### config.mk
export PLATFORM = sky130hd
export DESIGN_NAME = pll_phase_sequencer
export DESIGN_NICKNAME = d
export VERILOG_FILES = /design/src/rtl/pll_phase_pkg.sv /design/src/rtl/pll_phase_step.sv /design/src/rtl/pll_phase_sequencer.sv
export SDC_FILE = /design/constraint.sdc
export NUM_CORES = 1
export LEC_CHECK = 0
export CELL_PAD_IN_SITES_DETAIL_PLACEMENT = 0
export CELL_PAD_IN_SITES_GLOBAL_PLACEMENT = 1
export CORE_MARGIN = 2
export CORE_UTILIZATION = 25
export CTS_CLUSTER_DIAMETER = 200
export DETAILED_ROUTE_END_ITERATION = 16
export GPL_ROUTABILITY_DRIVEN = 0
export GPL_TIMING_DRIVEN = 0
export PLACE_DENSITY_LB_ADDON = 0.1
export SLEW_MARGIN = 20
export SYNTH_ARGS = -nofsm -noshare
export SYNTH_HDL_FRONTEND = slang
export SYNTH_SLANG_ARGS = --single-unit
### constraint.sdc
create_clock -name rx_clock -period 7.7 [get_ports rx_clock]
set_input_delay 1.54 -clock rx_clock [delete_from_list [all_inputs] [get_ports rx_clock]]
set_output_delay 1.54 -clock rx_clock [all_outputs]
set_load 0.05 [all_outputs]
### src/rtl/pll_phase_pkg.sv
// Shared definitions for the PLL dynamic-phase-shift sequencer: command op-codes,
// FSM state encoding and the phase resolution of one PLL step.
package pll_phase_pkg;

  localparam int unsigned OP_W    = 2;
  localparam int unsigned PHASE_W = 8;

  localparam logic [OP_W-1:0] OP_STEP_DOWN = 2'd0;
  localparam logic [OP_W-1:0] OP_STEP_UP   = 2'd1;
  localparam logic [OP_W-1:0] OP_SET       = 2'd2;
  localparam logic [OP_W-1:0] OP_RESET     = 2'd3;

  // One phasestep handshake moves the PLL output by this many degrees.
  localparam real PHASE_DEG_PER_STEP = 4.5;

  typedef enum logic [2:0] {
    IDLE,
    PLAN,
    ASSERT,
    WAIT_LOW,
    WAIT_HIGH,
    FINISH
  } state_t;

endpackage

### src/rtl/pll_phase_step.sv
// Single phasestep/phasedone handshake with the altpll. PHASE_TIMEOUT_EN adds a
// watchdog that abandons a step whose phasedone never completes.
module pll_phase_step
  import pll_phase_pkg::*;
#(
  parameter int unsigned STEP_HOLD      = 5,
  parameter int unsigned TIMEOUT_CYCLES = 4096
) (
  input  logic clk,
  input  logic rst_n,
  input  logic start,
  input  logic up,
  input  logic phasedone,
  output logic phasestep,
  output logic phaseupdown,
  output logic done,
  output logic fail
);

  localparam int unsigned HOLD_W = $clog2(STEP_HOLD + 1);

  if (STEP_HOLD < 2 || TIMEOUT_CYCLES < 1) begin : g_param_check
    $error("pll_phase_step: illegal STEP_HOLD or TIMEOUT_CYCLES");
  end

  state_t            state, state_next;
  logic [HOLD_W-1:0] hold_cnt, hold_cnt_next;
  logic              seen_low, seen_low_next;

  assign done = (state == WAIT_HIGH) && phasedone;

`ifdef PHASE_TIMEOUT_EN
  localparam int unsigned TMO_W = $clog2(TIMEOUT_CYCLES + 1);
  logic [TMO_W-1:0] tmo_cnt;

  // Watchdog restarts on every ASSERT entry and saturates at the limit.
  always_ff @(posedge clk or negedge rst_n) begin
    if (!rst_n) begin
      tmo_cnt <= '0;
    end else if (state != ASSERT && state_next == ASSERT) begin
      tmo_cnt <= '0;
    end else if (tmo_cnt < TMO_W'(TIMEOUT_CYCLES)) begin
      tmo_cnt <= tmo_cnt + TMO_W'(1);
    end
  end

  assign fail = ((state == WAIT_LOW) || (state == WAIT_HIGH && !phasedone)) &&
                (tmo_cnt >= TMO_W'(TIMEOUT_CYCLES - 1));
`else
  assign fail = 1'b0;
`endif

  always_comb begin
    state_next    = state;
    hold_cnt_next = hold_cnt;
    seen_low_next = seen_low;
    unique case (state)
      IDLE: begin
        if (start) begin
          state_next    = ASSERT;
          hold_cnt_next = '0;
          seen_low_next = 1'b0;
        end
      end
      ASSERT: begin
        hold_cnt_next = hold_cnt + HOLD_W'(1);
        if (!phasedone) seen_low_next = 1'b1;
        if (hold_cnt == HOLD_W'(STEP_HOLD - 1)) begin
          state_next = seen_low_next ? WAIT_HIGH : WAIT_LOW;
        end
      end
      WAIT_LOW: begin
        if (fail)            state_next = IDLE;
        else if (!phasedone) state_next = WAIT_HIGH;
      end
      WAIT_HIGH: begin
        // A back-to-back start goes straight into the next pulse.
        if (done) begin
          if (start) begin
            state_next    = ASSERT;
            hold_cnt_next = '0;
            seen_low_next = 1'b0;
          end else begin
            state_next = IDLE;
          end
        end else if (fail) begin
          state_next = IDLE;
        end
      end
      default: state_next = IDLE;
    endcase
  end

  always_ff @(posedge clk or negedge rst_n) begin
    if (!rst_n) begin
      state       <= IDLE;
      hold_cnt    <= '0;
      seen_low    <= 1'b0;
      phasestep   <= 1'b0;
      phaseupdown <= 1'b0;
    end else begin
      state     <= state_next;
      hold_cnt  <= hold_cnt_next;
      seen_low  <= seen_low_next;
      phasestep <= (state_next == ASSERT);
      if (start) phaseupdown <= up;
    end
  end

endmodule

### src/rtl/pll_phase_sequencer.sv
// Phase command sequencer for the altpll dynamic-phase-shift port. Build with
// PHASE_TIMEOUT_EN to enable the per-step phasedone watchdog and timeout_err.
module pll_phase_sequencer
  import pll_phase_pkg::*;
#(
  parameter int unsigned STEP_HOLD      = 5,
  parameter int unsigned MAX_STEPS      = 80,
  parameter int unsigned TIMEOUT_CYCLES = 4096
) (
  input  logic       rx_clock,
  input  logic       reset_n,
  input  logic       cmd_valid,
  output logic       cmd_ready,
  input  logic [1:0] cmd_op,
  input  logic [7:0] cmd_value,
  input  logic       phasedone,
  output logic       phasestep,
  output logic       phaseupdown,
  output logic [7:0] phase_value,
  output logic       busy,
  output logic       cmd_done,
  output logic       saturated,
  output logic       timeout_err
);

  localparam logic signed [PHASE_W:0] MAX_POS = (PHASE_W+1)'(MAX_STEPS);
  localparam logic signed [PHASE_W:0] MAX_NEG = -MAX_POS;

  if (MAX_STEPS < 1 || MAX_STEPS > 127) begin : g_param_check
    $error("pll_phase_sequencer: MAX_STEPS out of range");
  end

  state_t                   state, state_next;
  logic [OP_W-1:0]          op_q;
  logic [PHASE_W-1:0]       value_q;
  logic [PHASE_W-1:0]       remaining;
  logic signed [PHASE_W:0]  pv_c, target_raw_c, target_c, diff_c;
  logic                     plan_sat_c, plan_up_c;
  logic [PHASE_W-1:0]       plan_rem_c;
  logic                     accept_c, step_start_c, step_up_c, step_done, step_fail;

  assign accept_c  = (state == IDLE) && cmd_valid && cmd_ready;
  assign pv_c      = {phase_value[PHASE_W-1], phase_value};
  assign step_up_c = (state == PLAN) ? plan_up_c : phaseupdown;

  // Target, clamp and step count in 9-bit signed arithmetic.
  always_comb begin
    case (op_q)
      OP_STEP_DOWN: target_raw_c = pv_c - (PHASE_W+1)'(1);
      OP_STEP_UP:   target_raw_c = pv_c + (PHASE_W+1)'(1);
      OP_SET:       target_raw_c = {value_q[PHASE_W-1], value_q};
      default:      target_raw_c = '0;
    endcase
    plan_sat_c = 1'b0;
    target_c   = target_raw_c;
    if (target_raw_c > MAX_POS) begin
      target_c   = MAX_POS;
      plan_sat_c = 1'b1;
    end else if (target_raw_c < MAX_NEG) begin
      target_c   = MAX_NEG;
      plan_sat_c = 1'b1;
    end
    diff_c     = target_c - pv_c;
    plan_up_c  = (target_c > pv_c);
    plan_rem_c = diff_c[PHASE_W] ? PHASE_W'(-diff_c) : diff_c[PHASE_W-1:0];
  end

  always_comb begin
    state_next   = state;
    step_start_c = 1'b0;
    unique case (state)
      IDLE: if (accept_c) state_next = PLAN;
      PLAN: begin
        if (plan_rem_c == '0) begin
          state_next = FINISH;
        end else begin
          state_next   = ASSERT;
          step_start_c = 1'b1;
        end
      end
      ASSERT: begin
        if (step_done) begin
          if (remaining != PHASE_W'(1)) step_start_c = 1'b1;
          else                          state_next   = FINISH;
        end else if (step_fail) begin
          state_next = FINISH;
        end
      end
      FINISH:  state_next = IDLE;
      default: state_next = IDLE;
    endcase
  end

  always_ff @(posedge rx_clock or negedge reset_n) begin
    if (!reset_n) begin
      state       <= IDLE;
      op_q        <= '0;
      value_q     <= '0;
      remaining   <= '0;
      phase_value <= '0;
      cmd_ready   <= 1'b0;
      busy        <= 1'b0;
      cmd_done    <= 1'b0;
      saturated   <= 1'b0;
    end else begin
      state     <= state_next;
      cmd_ready <= (state_next == IDLE);
      busy      <= (state_next != IDLE);
      cmd_done  <= (state_next == FINISH);
      if (accept_c) begin
        op_q      <= cmd_op;
        value_q   <= cmd_value;
        saturated <= 1'b0;
      end
      if (state == PLAN) begin
        remaining <= plan_rem_c;
        saturated <= plan_sat_c;
      end
      if (state == ASSERT && step_done) begin
        remaining   <= remaining - PHASE_W'(1);
        phase_value <= phaseupdown ? phase_value + PHASE_W'(1) : phase_value - PHASE_W'(1);
      end
    end
  end

`ifdef PHASE_TIMEOUT_EN
  always_ff @(posedge rx_clock or negedge reset_n) begin
    if (!reset_n)                                      timeout_err <= 1'b0;
    else if (accept_c)                                 timeout_err <= 1'b0;
    else if (state == ASSERT && step_fail && !step_done) timeout_err <= 1'b1;
  end
`else
  assign timeout_err = 1'b0;
`endif

  pll_phase_step #(
    .STEP_HOLD      (STEP_HOLD),
    .TIMEOUT_CYCLES (TIMEOUT_CYCLES)
  ) u_step (
    .clk         (rx_clock),
    .rst_n       (reset_n),
    .start       (step_start_c),
    .up          (step_up_c),
    .phasedone   (phasedone),
    .phasestep   (phasestep),
    .phaseupdown (phaseupdown),
    .done        (step_done),
    .fail        (step_fail)
  );

endmodule

# Yosys cells after proc, flatten, opt, wreduce, memory -nomap -nowiden
# Index checks and enable logic that the tools add are counted.
# word_totals
reg_bits	42
input_bits	14
output_inout_bits	15
wordCells	87
# classes
addsub	8
order_cmp	3
n_eq_ne	12
n_mux	35
n_reduce_logical	15
# ops
op	count
2-to-1 mux 3 bit	11
2-to-1 mux 8 bit	4
one-hot mux 9 bit (3 select lines)	1
2-to-1 mux 9 bit	2
one-hot mux 3 bit (3 select lines)	2
subtractor 8 x 1 -> 8 bit (second input constant)	2
== test 3 x 2 -> 1 bit (second input constant)	4
one-hot mux 3 bit (4 select lines)	1
2-to-1 mux 1 bit	11
adder 8 x 2 -> 9 bit (second input constant)	1
== test 3 bit (second input constant)	3
> comparator 9 x 8 -> 1 bit	1
> comparator 9 x 8 -> 1 bit (second input constant)	1
zero test 3 bit	3
less-than comparator 9 x 8 -> 1 bit (second input constant)	1
subtractor 8 x 2 -> 9 bit (second input constant)	1
subtractor 9 x 8 -> 9 bit	1
adder 8 x 1 -> 8 bit (second input constant)	1
zero test 8 bit	1
!= test 8 x 1 -> 1 bit (second input constant)	1
negator 8 bit	1
nonzero test 3 bit	2
logical AND 1 bit	4
AND reduction 2 bit	2
other kinds (10)	11

# Depth between registers and ports, before layout
# depth
word_depth	15
ltp_mapped	26

# By module
# From an unflattened synthesis, not the netlist that was laid out.
# unflattened
cells_unflattened	402
hier_area_um2	3523.4
# modules_own_cells
module	n_inst	cells_per_inst	area_per_inst_um2
pll_phase_sequencer	1	352	3044.2
pll_phase_step	1	50	479.2

# Worst setup path before layout
# Ideal clock, no wire load.
# synth_path
kind	reg2reg
from	register op_q[1]
to	register u_step.hold_cnt[0]
setup_time_ns	0.082
t_arrival_ns	6.032
t_required_ns	7.618
setup_slack_ns	1.586
stages_incl_launch_ff	27
path_cell_list	dfrtp_1 clkbuf_1 clkinv_1 nand2_1 ha_1 a21o_1 a21oi_1 o21bai_1 a21oi_1 o21bai_1 mux2_2 nand2_1 nand3b_1 ha_1 a211oi_1 nand2_1 ha_1 fa_1 and2b_1 o22ai_2 o221a_2 xnor2_4 o41ai_4 xnor2_1 a2111o_1 a211o_1 a31oi_1
# synth_between
elab_chain_cells	14
# synth_lines
element	line_no	rtl
from (decl)	pll_phase_sequencer.sv:34	logic [OP_W-1:0] op_q;
from (signal assigned)	pll_phase_sequencer.sv:111	op_q <= cmd_op;
== test 2 bit, or another cell as far along	pll_phase_sequencer.sv:48	case (op_q)
one-hot mux 9 bit (3 select lines) *	pll_phase_sequencer.sv:48	
less-than comparator 9 x 8 -> 1 bit	pll_phase_sequencer.sv:59	end else if (target_raw_c < MAX_NEG) begin
2-to-1 mux 9 bit	pll_phase_sequencer.sv:59	
2-to-1 mux 9 bit *	pll_phase_sequencer.sv:56	if (target_raw_c > MAX_POS) begin
subtractor 9 x 8 -> 9 bit *	pll_phase_sequencer.sv:63	diff_c = target_c - pv_c;
negator 8 bit	pll_phase_sequencer.sv:65	plan_rem_c = diff_c[PHASE_W] ? PHASE_W'(-diff_c) : diff_c[PHASE_W-1:0];
2-to-1 mux 8 bit *	pll_phase_sequencer.sv:65	
zero test 8 bit *	pll_phase_sequencer.sv:74	if (plan_rem_c == '0) begin
2-to-1 mux 1 bit *	pll_phase_sequencer.sv:74	
one-hot mux 1 bit (2 select lines) *	pll_phase_sequencer.sv:71	unique case (state)
2-to-1 mux 3 bit *	--	
2-to-1 mux 3 bit	--	
one-hot mux 3 bit (3 select lines) *	--	
to (signal assigned)	pll_phase_step.sv:103	hold_cnt <= hold_cnt_next;
to (decl)	pll_phase_step.sv:27	logic [HOLD_W-1:0] hold_cnt, hold_cnt_next;
# Mark *: on every way between the ends. The rest lies on a longest branch, timed or not. The select of a mux whose other input is x is not followed.
# A chain may end at the register's enable or synchronous reset.

# Worst setup path in the final report
# Ends and elaborated chain as after synthesis.

==> out/qor.txt <==
DP Cell Count = 583
drt wl/cell = 15.35 um
Hold-fix buffers, CTS = 0
initial antenna violation count = 0
post-DP HPWL = 7097 um
WP data required = 7.92 ns
min Tclk post-route = 7.157 ns
WS Path Type = reg -> reg
starting density of the core = 0.2536
#FFs+latches synth = 42
Synthesized Nets = 425
global route overflow = 0
first-pass GRT wire length = 15270 um
Final Setup Violations = 0
Die Wd = 119.4 um
CP Capture Type = flop
worst slew pin tran = 0.7846 ns
RSZ-0062 raised after global routing = false
Post-synth top cells = dfrtp_1, nand2_1, nor2_1
initial drt markers = 112
Filler cells = 1472
Rows = 42
skew final = 0.007401 ns
Antenna Nets Post-Route = 0
share of the synthesized area in the top cell type = 0.3154
Top FF cell, synth = dfrtp_1
clock latency on the worst-skew pair = 0.29 ns
status = completed
worst-path fanout max = 10
layout cells sized above 1 = 0.07229
Final Hold Fails = 0
Synth Warn # = 0
WL final = 9069 um
Hold Crit Class = reg -> reg
ant diodes = 0
vias in the first global route = 2830
Num CTS Buffers = 5
CTS Root Cell = clkbuf_16
TritonCTS clock tree = done
Core ar. = 13140 sq um
Sequential Area = 1051 sq um
Boundary Pins = 29
Multi-input gate area = 2165 sq um
Max-cap violations = 0
die boundary height = 119.4 um
asr flop ratio synth = 1.000
most common cell in the netlist = dfrtp_1
Unique masters post-synth = 68
number of port buffers = 27
final slew viol count = 0
Reg clk slew, reported paths = 0.07 ns
hold slack = 0.5092 ns
max_slew headroom = 0.4726
average vias per placed instance = 4.709
Syn Std Cell Area = 3332 sq um
Worst Path Arrival = 7.38 ns
Die Area = 14270 sq um
largest area contributor in the netlist = dfrtp_1
clock buffer depth = 2
synth top area cells = dfrtp_1, ha_1, a21oi_1, nand2_1, nor2_1
EDFF count, synth = 0
Tcrit/Tclk final = 0.9295
gr usage total = 0.1363
largest net degree at the start of global routing = 24
Post-Layout Cell Count = 591
NumNets Final = 460
TritonCTS Sinks = 42
H-tree depth = 2
sequential fraction of the synthesis area = 0.3154
post-cts repair resize count = 0
critical path launch point type = flop
area growth from synthesis to layout = 19.79%
via count = 2783
DRT Pass-1 Iters = 4
DRC Markers = 0
setup fix buffers added after clock tree synthesis = 0
mean post-synth cell area = 8.791 sq um
Synth Instances = 379
Max Freq = 139.7 MHz
final setup TNS = 0 ns
## final timing paths
kind	start	endpoint	slack, ns	depth (start not counted)
worst max register to register	op_q[1]	u_step.hold_cnt[0]	0.54	26
worst min register to register	remaining[7]	remaining[7]	0.51	1
worst max-delay path	op_q[1]	u_step.hold_cnt[0]	0.54	26
min in group asynchronous	reset_n	u_step.state[2]	1.22	1
worst min-delay path	remaining[7]	remaining[7]	0.51	1
max in group asynchronous	reset_n	value_q[5]	5.95	2
## routing by layer
layer	vias to the layer above	track usage	part of all wire
met5	-	0	0
met4	0	0.03750	0.016
met3	10	0.02730	0.026
met2	37	0.2275	0.47
met1	1308	0.1791	0.49
li1	1428	-	-
## metrics by stage
step | utilization | cell area, sq um | setup WS [ns]
CTS | 0.3034 | 3986 | 0.1867
detailed placement | 0.2926 | 3844 | 0.2149
global route | 0.3038 | 3991 | 0.003155
global placement | 0.2910 | 3822 | 0.2171
finish | 0.3038 | 3991 | 0.5429
floorplan | - | 3332 | 1.586
## cells by family (layout without fill, tap and decap cells)
logic type,after synthesis,in the layout,share of synthesized area
AOI/OAI and AO/OA,106,106,0.2201
xor gates and xnor gates,24,24,0.07098
adders and majority gates,32,32,0.1269
buffers and inverters,33,69,0.03830
DFF,42,42,0.3154
muxes,13,13,0.04318
other,1,1,0.001125
and+or+nand+nor,128,128,0.1840
## sequential cells by signal, indices dropped and copies added, names as in the netlist
signal,count
phase_value,8
remaining,8
value_q,8
state,3
u_step.hold_cnt,3
u_step.state,3
op_q,2
busy,1
cmd_done,1
cmd_ready,1
saturated,1
u_step.phasestep,1
u_step.phaseupdown,1
u_step.seen_low,1
## worst max-delay path, stage by stage, from the launching register on
cell      delay (ns)
dfrtp_1         0.32
clkbuf_1        0.37
clkinv_1        0.37
nand2_1         0.40
ha_1            0.31
a21o_1          0.17
a21oi_1         0.22
o21bai_1        0.10
a21oi_1         0.23
o21bai_1        0.12
mux2_2          0.28
nand2_1         0.15
nand3b_1        0.10
ha_1            0.39
a211oi_2        0.35
nand2_1         0.16
ha_1            0.23
fa_1            0.39
and2b_1         0.26
o22ai_2         0.12
o221a_2         0.34
xnor2_4         0.28
o41ai_4         0.13
xnor2_1         0.19
a2111o_1        0.56
a211o_1         0.37
a31oi_1         0.17
## area by class of cell
type	instances	share of cell area
tap	176	0.05517
buffer	9	0.009404
sequential	42	0.2633
inverter	24	0.02257
clock inverter	2	0.003448
timing repair buffer	28	0.07147
clock buffer	6	0.03229
multi-input combinational	304	0.5423
## layout by cell type (no fill, tap or decap), drive strengths merged, types with 4 or more instances in the layout
cell / Yosys / layout
a211oi: 4 / 4
a21boi: 5 / 5
a21o: 5 / 5
a21oi: 29 / 29
a311oi: 4 / 4
clkbuf: 8 / 14
clkdlybuf4s50: 0 / 26
dfrtp: 42 / 42
ha: 29 / 29
inv: 23 / 23
mux2: 11 / 11
nand2: 38 / 38
nand2b: 10 / 10
nand3: 5 / 5
nor2: 38 / 38
nor3: 11 / 11
o21a: 5 / 5
o21ai: 19 / 19
o21bai: 6 / 6
o22ai: 4 / 4
xnor2: 15 / 15
xor2: 9 / 9
Power is left out: the tool's default activity adds up to more than one toggle a clock period on the data nets, which glitch-free logic cannot reach.
